## config.mk

```make
export PLATFORM = sky130hd
export DESIGN_NAME = uart_rx_os
export DESIGN_NICKNAME = d
export VERILOG_FILES = /design/src/rtl/uart_rx_os.sv
export SDC_FILE = /design/constraint.sdc
export NUM_CORES = 1
export LEC_CHECK = 0
export ABC_CLOCK_PERIOD_IN_PS = 5110
export CELL_PAD_IN_SITES_DETAIL_PLACEMENT = 1
export CELL_PAD_IN_SITES_GLOBAL_PLACEMENT = 2
export CORE_ASPECT_RATIO = 1.75
export CORE_UTILIZATION = 36
export CTS_CLUSTER_DIAMETER = 30
export DETAILED_ROUTE_END_ITERATION = 7
export PLACE_DENSITY_LB_ADDON = 0.1
export RECOVER_POWER = 50
export SLEW_MARGIN = 5
export SYNTH_ARGS = -nofsm -noshare
export SYNTH_HDL_FRONTEND = slang
export SYNTH_SLANG_ARGS = --single-unit
export TNS_END_PERCENT = 10
```

## constraint.sdc

```tcl
create_clock -name clk_i -period 5.11 [get_ports clk_i]
set_input_delay 0.511 -clock clk_i [delete_from_list [all_inputs] [get_ports clk_i]]
set_output_delay 0.511 -clock clk_i [all_outputs]
set_load 0.1 [all_outputs]
```

## src/rtl/uart_rx_os.sv

```systemverilog
// uart_rx_os: 16x oversampling UART receiver with FWFT receive FIFO.
// Define UART_RX_PARITY_EN to insert a parity bit between data and stop.
module uart_rx_os #(
  parameter int BAUD_DIV   = 27,
  parameter int FIFO_DEPTH = 8,
  parameter int PARITY_ODD = 0
) (
  input  logic       clk_i,
  input  logic       arst_n_i,
  input  logic       rx_i,
  output logic [7:0] rdata_o,
  output logic       rvalid_o,
  input  logic       rready_i,
  output logic       frame_err_o,
  output logic       parity_err_o,
  output logic       overrun_o,
  output logic       busy_o
);
  localparam int AW = $clog2(FIFO_DEPTH);

  typedef enum logic [2:0] {
    IDLE, START, DATA, PAR, STOP, WAIT_HIGH
  } state_e;

  state_e      state_q, state_d;
  logic        rx_s1_q, rx_s2_q, rx_s3_q;
  logic [15:0] tick_q, tick_d;
  logic [3:0]  samp_q, samp_d;
  logic        v7_q, v7_d;
  logic        v8_q, v8_d;
  logic [2:0]  bit_q, bit_d;
  logic [7:0]  shr_q, shr_d;
  logic        frame_err_q, frame_err_d;
  logic        overrun_q, overrun_d;
  logic [AW:0] wptr_q, wptr_d;
  logic [AW:0] rptr_q, rptr_d;
  logic        rvalid_q, rvalid_d;
  logic [7:0]  mem_q [FIFO_DEPTH];

  logic tick, fall, start, eval, maj;
  logic push, full, pop, wr;

`ifdef UART_RX_PARITY_EN
  localparam logic PODD = (PARITY_ODD != 0);
  logic par_err_q, par_err_d;
  logic parity_err_q, par_fail;
`else
  logic unused_par;
  assign unused_par = (PARITY_ODD != 0);
`endif

  assign tick  = (tick_q == 16'(BAUD_DIV - 1));
  assign fall  = rx_s3_q & ~rx_s2_q;
  assign start = (state_q == IDLE) & fall;
  assign eval  = tick & (samp_q == 4'd9);
  assign maj   = (v7_q & v8_q)
               | (v7_q & rx_s2_q)
               | (v8_q & rx_s2_q);

  always_comb begin
    tick_d = tick ? 16'd0 : tick_q + 16'd1;
    samp_d = tick ? samp_q + 4'd1 : samp_q;
    v7_d   = v7_q;
    v8_d   = v8_q;
    if (tick && samp_q == 4'd7) v7_d = rx_s2_q;
    if (tick && samp_q == 4'd8) v8_d = rx_s2_q;
    if (start) begin
      tick_d = 16'd0;
      samp_d = 4'd0;
    end
  end

  always_comb begin
    state_d  = state_q;
    bit_d    = bit_q;
    shr_d    = shr_q;
    push     = 1'b0;
    frame_err_d = 1'b0;
`ifdef UART_RX_PARITY_EN
    par_err_d = par_err_q;
    par_fail  = 1'b0;
`endif
    unique case (state_q)
      IDLE: if (fall) state_d = START;
      START: if (eval) begin
        bit_d   = 3'd0;
        state_d = maj ? IDLE : DATA;
      end
      DATA: if (eval) begin
        shr_d = {maj, shr_q[7:1]};
        bit_d = bit_q + 3'd1;
        if (bit_q == 3'd7) begin
`ifdef UART_RX_PARITY_EN
          state_d = PAR;
`else
          state_d = STOP;
`endif
        end
      end
`ifdef UART_RX_PARITY_EN
      PAR: if (eval) begin
        par_err_d = maj ^ (^shr_q) ^ PODD;
        state_d   = STOP;
      end
`endif
      STOP: if (eval) begin
        state_d = IDLE;
        // A low stop bit wins over a parity mismatch
        if (!maj) begin
          frame_err_d = 1'b1;
          state_d     = WAIT_HIGH;
        end
`ifdef UART_RX_PARITY_EN
        else if (par_err_q) par_fail = 1'b1;
`endif
        else push = 1'b1;
      end
      WAIT_HIGH: if (rx_s2_q) state_d = IDLE;
      default: state_d = IDLE;
    endcase
  end

  assign full = (wptr_q[AW] != rptr_q[AW])
              && (wptr_q[AW-1:0] == rptr_q[AW-1:0]);
  assign pop  = rvalid_q & rready_i;
  assign wr   = push & (~full | pop);

  always_comb begin
    wptr_d    = wptr_q + {{AW{1'b0}}, wr};
    rptr_d    = rptr_q + {{AW{1'b0}}, pop};
    rvalid_d  = (wptr_d != rptr_d);
    overrun_d = push & full & ~pop;
  end

  always_ff @(posedge clk_i or negedge arst_n_i) begin
    if (!arst_n_i) begin
      rx_s1_q     <= 1'b1;
      rx_s2_q     <= 1'b1;
      rx_s3_q     <= 1'b1;
      state_q     <= IDLE;
      tick_q      <= 16'd0;
      samp_q      <= 4'd0;
      v7_q        <= 1'b1;
      v8_q        <= 1'b1;
      bit_q       <= 3'd0;
      shr_q       <= 8'h00;
      frame_err_q <= 1'b0;
      overrun_q   <= 1'b0;
      wptr_q      <= '0;
      rptr_q      <= '0;
      rvalid_q    <= 1'b0;
    end else begin
      rx_s1_q     <= rx_i;
      rx_s2_q     <= rx_s1_q;
      rx_s3_q     <= rx_s2_q;
      state_q     <= state_d;
      tick_q      <= tick_d;
      samp_q      <= samp_d;
      v7_q        <= v7_d;
      v8_q        <= v8_d;
      bit_q       <= bit_d;
      shr_q       <= shr_d;
      frame_err_q <= frame_err_d;
      overrun_q   <= overrun_d;
      wptr_q      <= wptr_d;
      rptr_q      <= rptr_d;
      rvalid_q    <= rvalid_d;
    end
  end

`ifdef UART_RX_PARITY_EN
  always_ff @(posedge clk_i or negedge arst_n_i) begin
    if (!arst_n_i) begin
      par_err_q    <= 1'b0;
      parity_err_q <= 1'b0;
    end else begin
      par_err_q    <= par_err_d;
      parity_err_q <= par_fail;
    end
  end
  assign parity_err_o = parity_err_q;
`else
  assign parity_err_o = 1'b0;
`endif

  // Storage needs no reset; rvalid gates the head output
  always_ff @(posedge clk_i) begin
    if (wr) mem_q[wptr_q[AW-1:0]] <= shr_q;
  end

  assign rdata_o     = rvalid_q ? mem_q[rptr_q[AW-1:0]] : 8'h00;
  assign rvalid_o    = rvalid_q;
  assign frame_err_o = frame_err_q;
  assign overrun_o   = overrun_q;
  assign busy_o      = (state_q != IDLE);

endmodule

```

=== Word level (Yosys, flattened, before mapping) ===
Memories as Yosys holds them, arrays and structs flattened.
Index checks and enable logic that the tools add are counted.

* Bitwise logic cells: 16
* $add $sub $neg: 5
* Equal/unequal tests: 18
* Muxes and demuxes: 25
* Reduce and logical (&&, ||, !) cells: 10

{| class="wikitable"
|+ Operators by type and width
! operator !! number
|-
| 2-to-1 mux 16 bit || 2
|-
| 2-to-1 mux 3 bit || 9
|-
| adder 16 x 1 -> 16 bit, second input constant || 1
|-
| equality test 16 x 5 -> 1 bit, second input constant || 1
|-
| one-hot mux 3 bit (5 select lines) || 1
|-
| inequality test 2 bit, second input constant || 6
|-
| AND 1 bit || 10
|-
| equality test 3 bit, second input constant || 3
|-
| adder 4 x 1 -> 4 bit || 2
|-
| equality test 4 bit, second input constant || 2
|-
| 2-to-1 mux 1 bit || 8
|-
| 2-to-1 mux 4 bit || 2
|-
| 2-to-1 mux 8 bit || 1
|-
| one-hot mux 3 bit (2 select lines) || 1
|-
| AND reduction 6 bit || 1
|-
| adder 4 x 1 -> 4 bit, second input constant || 1
|-
| equality test 4 x 3 -> 1 bit, second input constant || 1
|-
| inequality test 4 bit || 1
|-
| nonzero test 2 bit || 2
|-
| adder 3 x 1 -> 3 bit, second input constant || 1
|-
| equality test 3 x 1 -> 1 bit, second input constant || 1
|-
| equality test 3 x 2 -> 1 bit, second input constant || 1
|-
| equality test 3 bit || 1
|-
| logical AND 1 bit || 3
|-
| other kinds (8) || 12
|}

* Memories: 1
* Register bits after elaboration: 50
* RAM bits: 64
* Logic and storage cells: 90
* Output and inout port bits: 13
* Bits of input ports: 4

{| class="wikitable"
|+ Memories
! name !! depth !! width !! rd ports !! clocked after Yosys merged registers in !! wr ports !! RTL line !! text
|-
| mem_q || 8 || 8 || 1 || 0 || 1 || 38 || <nowiki>logic [7:0] mem_q [FIFO_DEPTH];</nowiki>
|}

=== Logic depth before layout (Yosys ltp) ===
* Depth after elaboration: 9
* Gate-level depth with buffers: 13
* Gate-level depth less buffers: 11

=== Worst setup path after synthesis ===
No wires, ideal clock.

* Path type: reg2out
* From: reg rptr_q[1]
* To: out rdata_o[5]
* Path buffers: 2
* Arrival: 2.656 ns
* Data required time: 4.599 ns
* Cell stages (with the launch flop): 6
* Setup slack: 1.943 ns
* Cell sequence: dfrtp_1 -> clkbuf_1 -> clkbuf_1 -> mux4_2 -> mux2i_1 -> nor2b_1

* Cells in the longest elaborated chain, start to end: 2

{| class="wikitable"
|+ Ends and longest elaborated chain
! item !! RTL line !! text
|-
| from (decl) || 36 || <nowiki>logic [AW:0] rptr_q, rptr_d;</nowiki>
|-
| from (signal assigned) || 166 || <nowiki>rptr_q <= rptr_d;</nowiki>
|-
| memory read (8 x 8 bit) || n/a ||
|-
| 2-to-1 mux 8 bit || 191 || <nowiki>assign rdata_o = rvalid_q ? mem_q[rptr_q[AW-1:0]] : 8'h00;</nowiki>
|-
| to (decl) || 11 || <nowiki>output logic [7:0] rdata_o,</nowiki>
|}

No other way between the ends.

=== Worst setup path after layout ===
* From: reg rptr_q[1]
* To: out rdata_o[3]

Same word-level chain as after synthesis.

==> metrics.yaml <==
crit_path_end: "rdata_o[3]"
wl_per_cell_um: 19.7
gr-total-overflow: 0
max_cap_viol_count: 1
synth_cell_types: 55
dpl_cell_area_sq_um: 5460
grt_pass1_wl_mm: 18.7
worst_hold_path_type: "reg -> reg"
cp_num_cells: 4
path_class: "reg -> out"
yosysSeqAreaShare_pct: 62.7
synth-seq-cells: 114
synth_commonest_cells: "edfxtp_1 (64), dfrtp_1 (45), nor2_1 (19)"
synth_most_common_cell: "edfxtp_1"
finalSetupTns_ns: 0
required_ns: 4.60
netlist.area_leader.share_pct: 37.9
die_y_um: 159
dr.first_iter.drc_count: 92
n_antenna_cell: 0
cts_setup_buffers: 0
placedCellCount: 534
syn2layout_area_growth_pct: 19.2
routed_wl_mm: 11.2
finClkSkew_ns: 0.00815
rows: 57
stdcell_count: 566
post_cts_resized: 0
vias: 2947
ys.flop_type: "edfxtp_1"
antenna_found_initial: 0
cp_slowest_stage_delay_ns: 1.14
hold_violations: 0
power_density_nw_per_um2: 395
grt_usage_pct: 17.3
period_minus_slack_ns: 3.61
grt_pass1_vias: 3362
finalPower_mw: 2.39
fillers: 1421
pin_count: 17
stdcell_area_sq_um: 6050
peakVddDrop_uv: 229
violations: "capacitance limit, slew limit"
drive_gt1_share_pct: 22.1
setup-violations-final: 0
run_status: "complete, but fails checks"
die_w_um: 91.7
cts_tree: "yes"
crit_slowest_cell: "clkdlybuf4s50_1"
fin_crit_sh_pct: 70.7
hold_start: "rx_s1_q"
synth_area_leaders: "edfxtp_1 (38%), dfrtp_1 (22%), mux4_2 (7.1%), ha_1 (2.7%), dfstp_2 (2.6%)"
reg2regPathDepth: 9
synth_top_area_cell: "edfxtp_1"
place.gp.congestion: 0.737
async_reset_ff_share_pct: 43.9
crit_family: "buffers and inverters"
pre_cts_ws_ns: 1.62
numCtsBuffers: 17
clock_latency_ns: 0.41
slew_headroom_pct: -93.6
worst_slack_ns: 1.50
ant_nets: 0
reg2reg_from: "rptr_q[1]"
start_kind: "register"
rr_endpoint: "rvalid_o"
cp_max_fo: 19
synth_area_sq_um: 5070
core_area_sq_um: 13800
postCtsHoldBufs: 0
cp_num_buf_inv: 1
dieArea_sq_um: 14600
fin_nets: 391
synthesis.nets: 365
via_per_inst: 5.21
synth_edf_count: 64
rsz0062_at_grt: "no"
start_util_pct: 36.7
grt_max_degree: 51
ys_warn_count: 0
path_clk_slew_ns: 0.06
hpwl_mm: 7.32
fmax_mhz: 277
drc: 0
drv_slew: 51
cts_sinks: 114
cts.path.max_buffers: 2
rrSetupSlack_ns: 1.67
leakage_nw: 2.45
placement.io_buffers: 15
syn_area_per_cell_sq_um: 14.5
min_path_cells: 0
critPathLaunch: "rptr_q[1]"
h-tree-depth: 4
cts.root.buffer_cell: "clkbuf_16"
drt_first_pass_iters: 4
crit_arrival_ns: 3.10
path_cells: "mux4_2 -> mux2i_1 -> nor2b_1 -> clkdlybuf4s50_1"
worst_pin_slew_ns: 2.90
cp-end-kind: "output pin"
syn_inst: 350
[worst reg2reg max path, cell delays in order (launching register included)]
cell     delay [ns]
dfrtp_1        0.94
xnor2_1        0.20
nand3_1        0.10
nor3_2         0.64
nor3_1         0.14
ha_1           0.24
ha_1           0.19
xor2_1         0.16
xor2_1         0.18
or4_1          0.52
[state kept, by name (all words and copies together), names as in the netlist]
signal       count
frame_err_o      1
wptr_q           4
samp_q           4
rvalid_o         1
state_q          3
rx_s2_q          1
shr_q            8
rptr_q           4
overrun_o        1
rx_s1_q          1
mem_q           64
tick_q          16
v8_q             1
v7_q             1
rx_s3_q          1
bit_q            3
[where the power goes]
part	total (mW)	leakage [nW]	switching, mW	internal [mW]
registers	1.05	1.41	0.0505	1.00
clock network	1.19	0.282	0.455	0.730
logic	0.154	0.757	0.0920	0.0617
[stage by stage]
stage / hold WS [ns] / util [%]
4_1_cts: 0.237 / 43.8
3_5_place_dp: 0.352 / 39.4
5_1_grt: 0.373 / 43.7
6_report: 0.366 / 43.7
3_3_place_gp: 0.347 / 39.4
2_1_floorplan: 0.215 / -
[cell usage in the layout, fill, tap and decap left out, types with 7 or more instances in the layout]
cell type / count
clkdlybuf4s50_1: 13
xnor2_1: 9
buf_4: 9
mux2_2: 10
edfxtp_1: 64
xor2_1: 14
a21oi_1: 9
nand2_1: 15
clkbuf_16: 17
nor2_1: 19
nand3_1: 11
dfrtp_1: 45
ha_1: 11
nand4_1: 7
mux2i_1: 8
inv_6: 7
mux4_2: 16
nor2b_1: 11
[cell type report]
cell class / instances / area, sq um / share of cell area, %
well taps: 177 / 221 / 3.66
repair buffers: 25 / 216 / 3.58
clock inverters: 15 / 170 / 2.81
multi-input cells: 212 / 1810 / 30.0
inverters: 6 / 22.5 / 0.372
clock buffers: 17 / 425 / 7.03
flip-flops and latches: 114 / 3180 / 52.6
[how the worst min path moves through the flow]
stage,end,slack [ns]
finish,rx_s2_q,0.37
global route,rx_s2_q,0.37
CTS,bit_q[1],0.24
detailed placement,rx_s2_q,0.35
global placement,rx_s2_q,0.35
floorplan,bit_q[0],0.22
[cell families (layout without fill, tap and decap cells)]
logic type                 Yosys count  in the layout  share of synthesized area (%)
AOI/OAI and AO/OA                   30             30                           3.90
DFF                                114            114                           62.7
adders and majority gates           11             11                           2.71
xor gates and xnor gates            23             23                           3.97
other                                1              1                         0.0739
and+or+nand+nor                    113            113                           13.5
muxes                               34             34                           10.9
buffers and inverters               24             63                           2.29
[metal layers]
layer | up-vias | wire length, um | GRT usage (%)
li1 | 1378 | - | -
met1 | 1524 | 4330 | 18.5
met2 | 33 | 6480 | 32.5
met3 | 12 | 205 | 4.15
met4 | 0 | 148 | 5.89
met5 | - | 0 | 0
No activity file was read; power rests on OpenSTA's default activity.
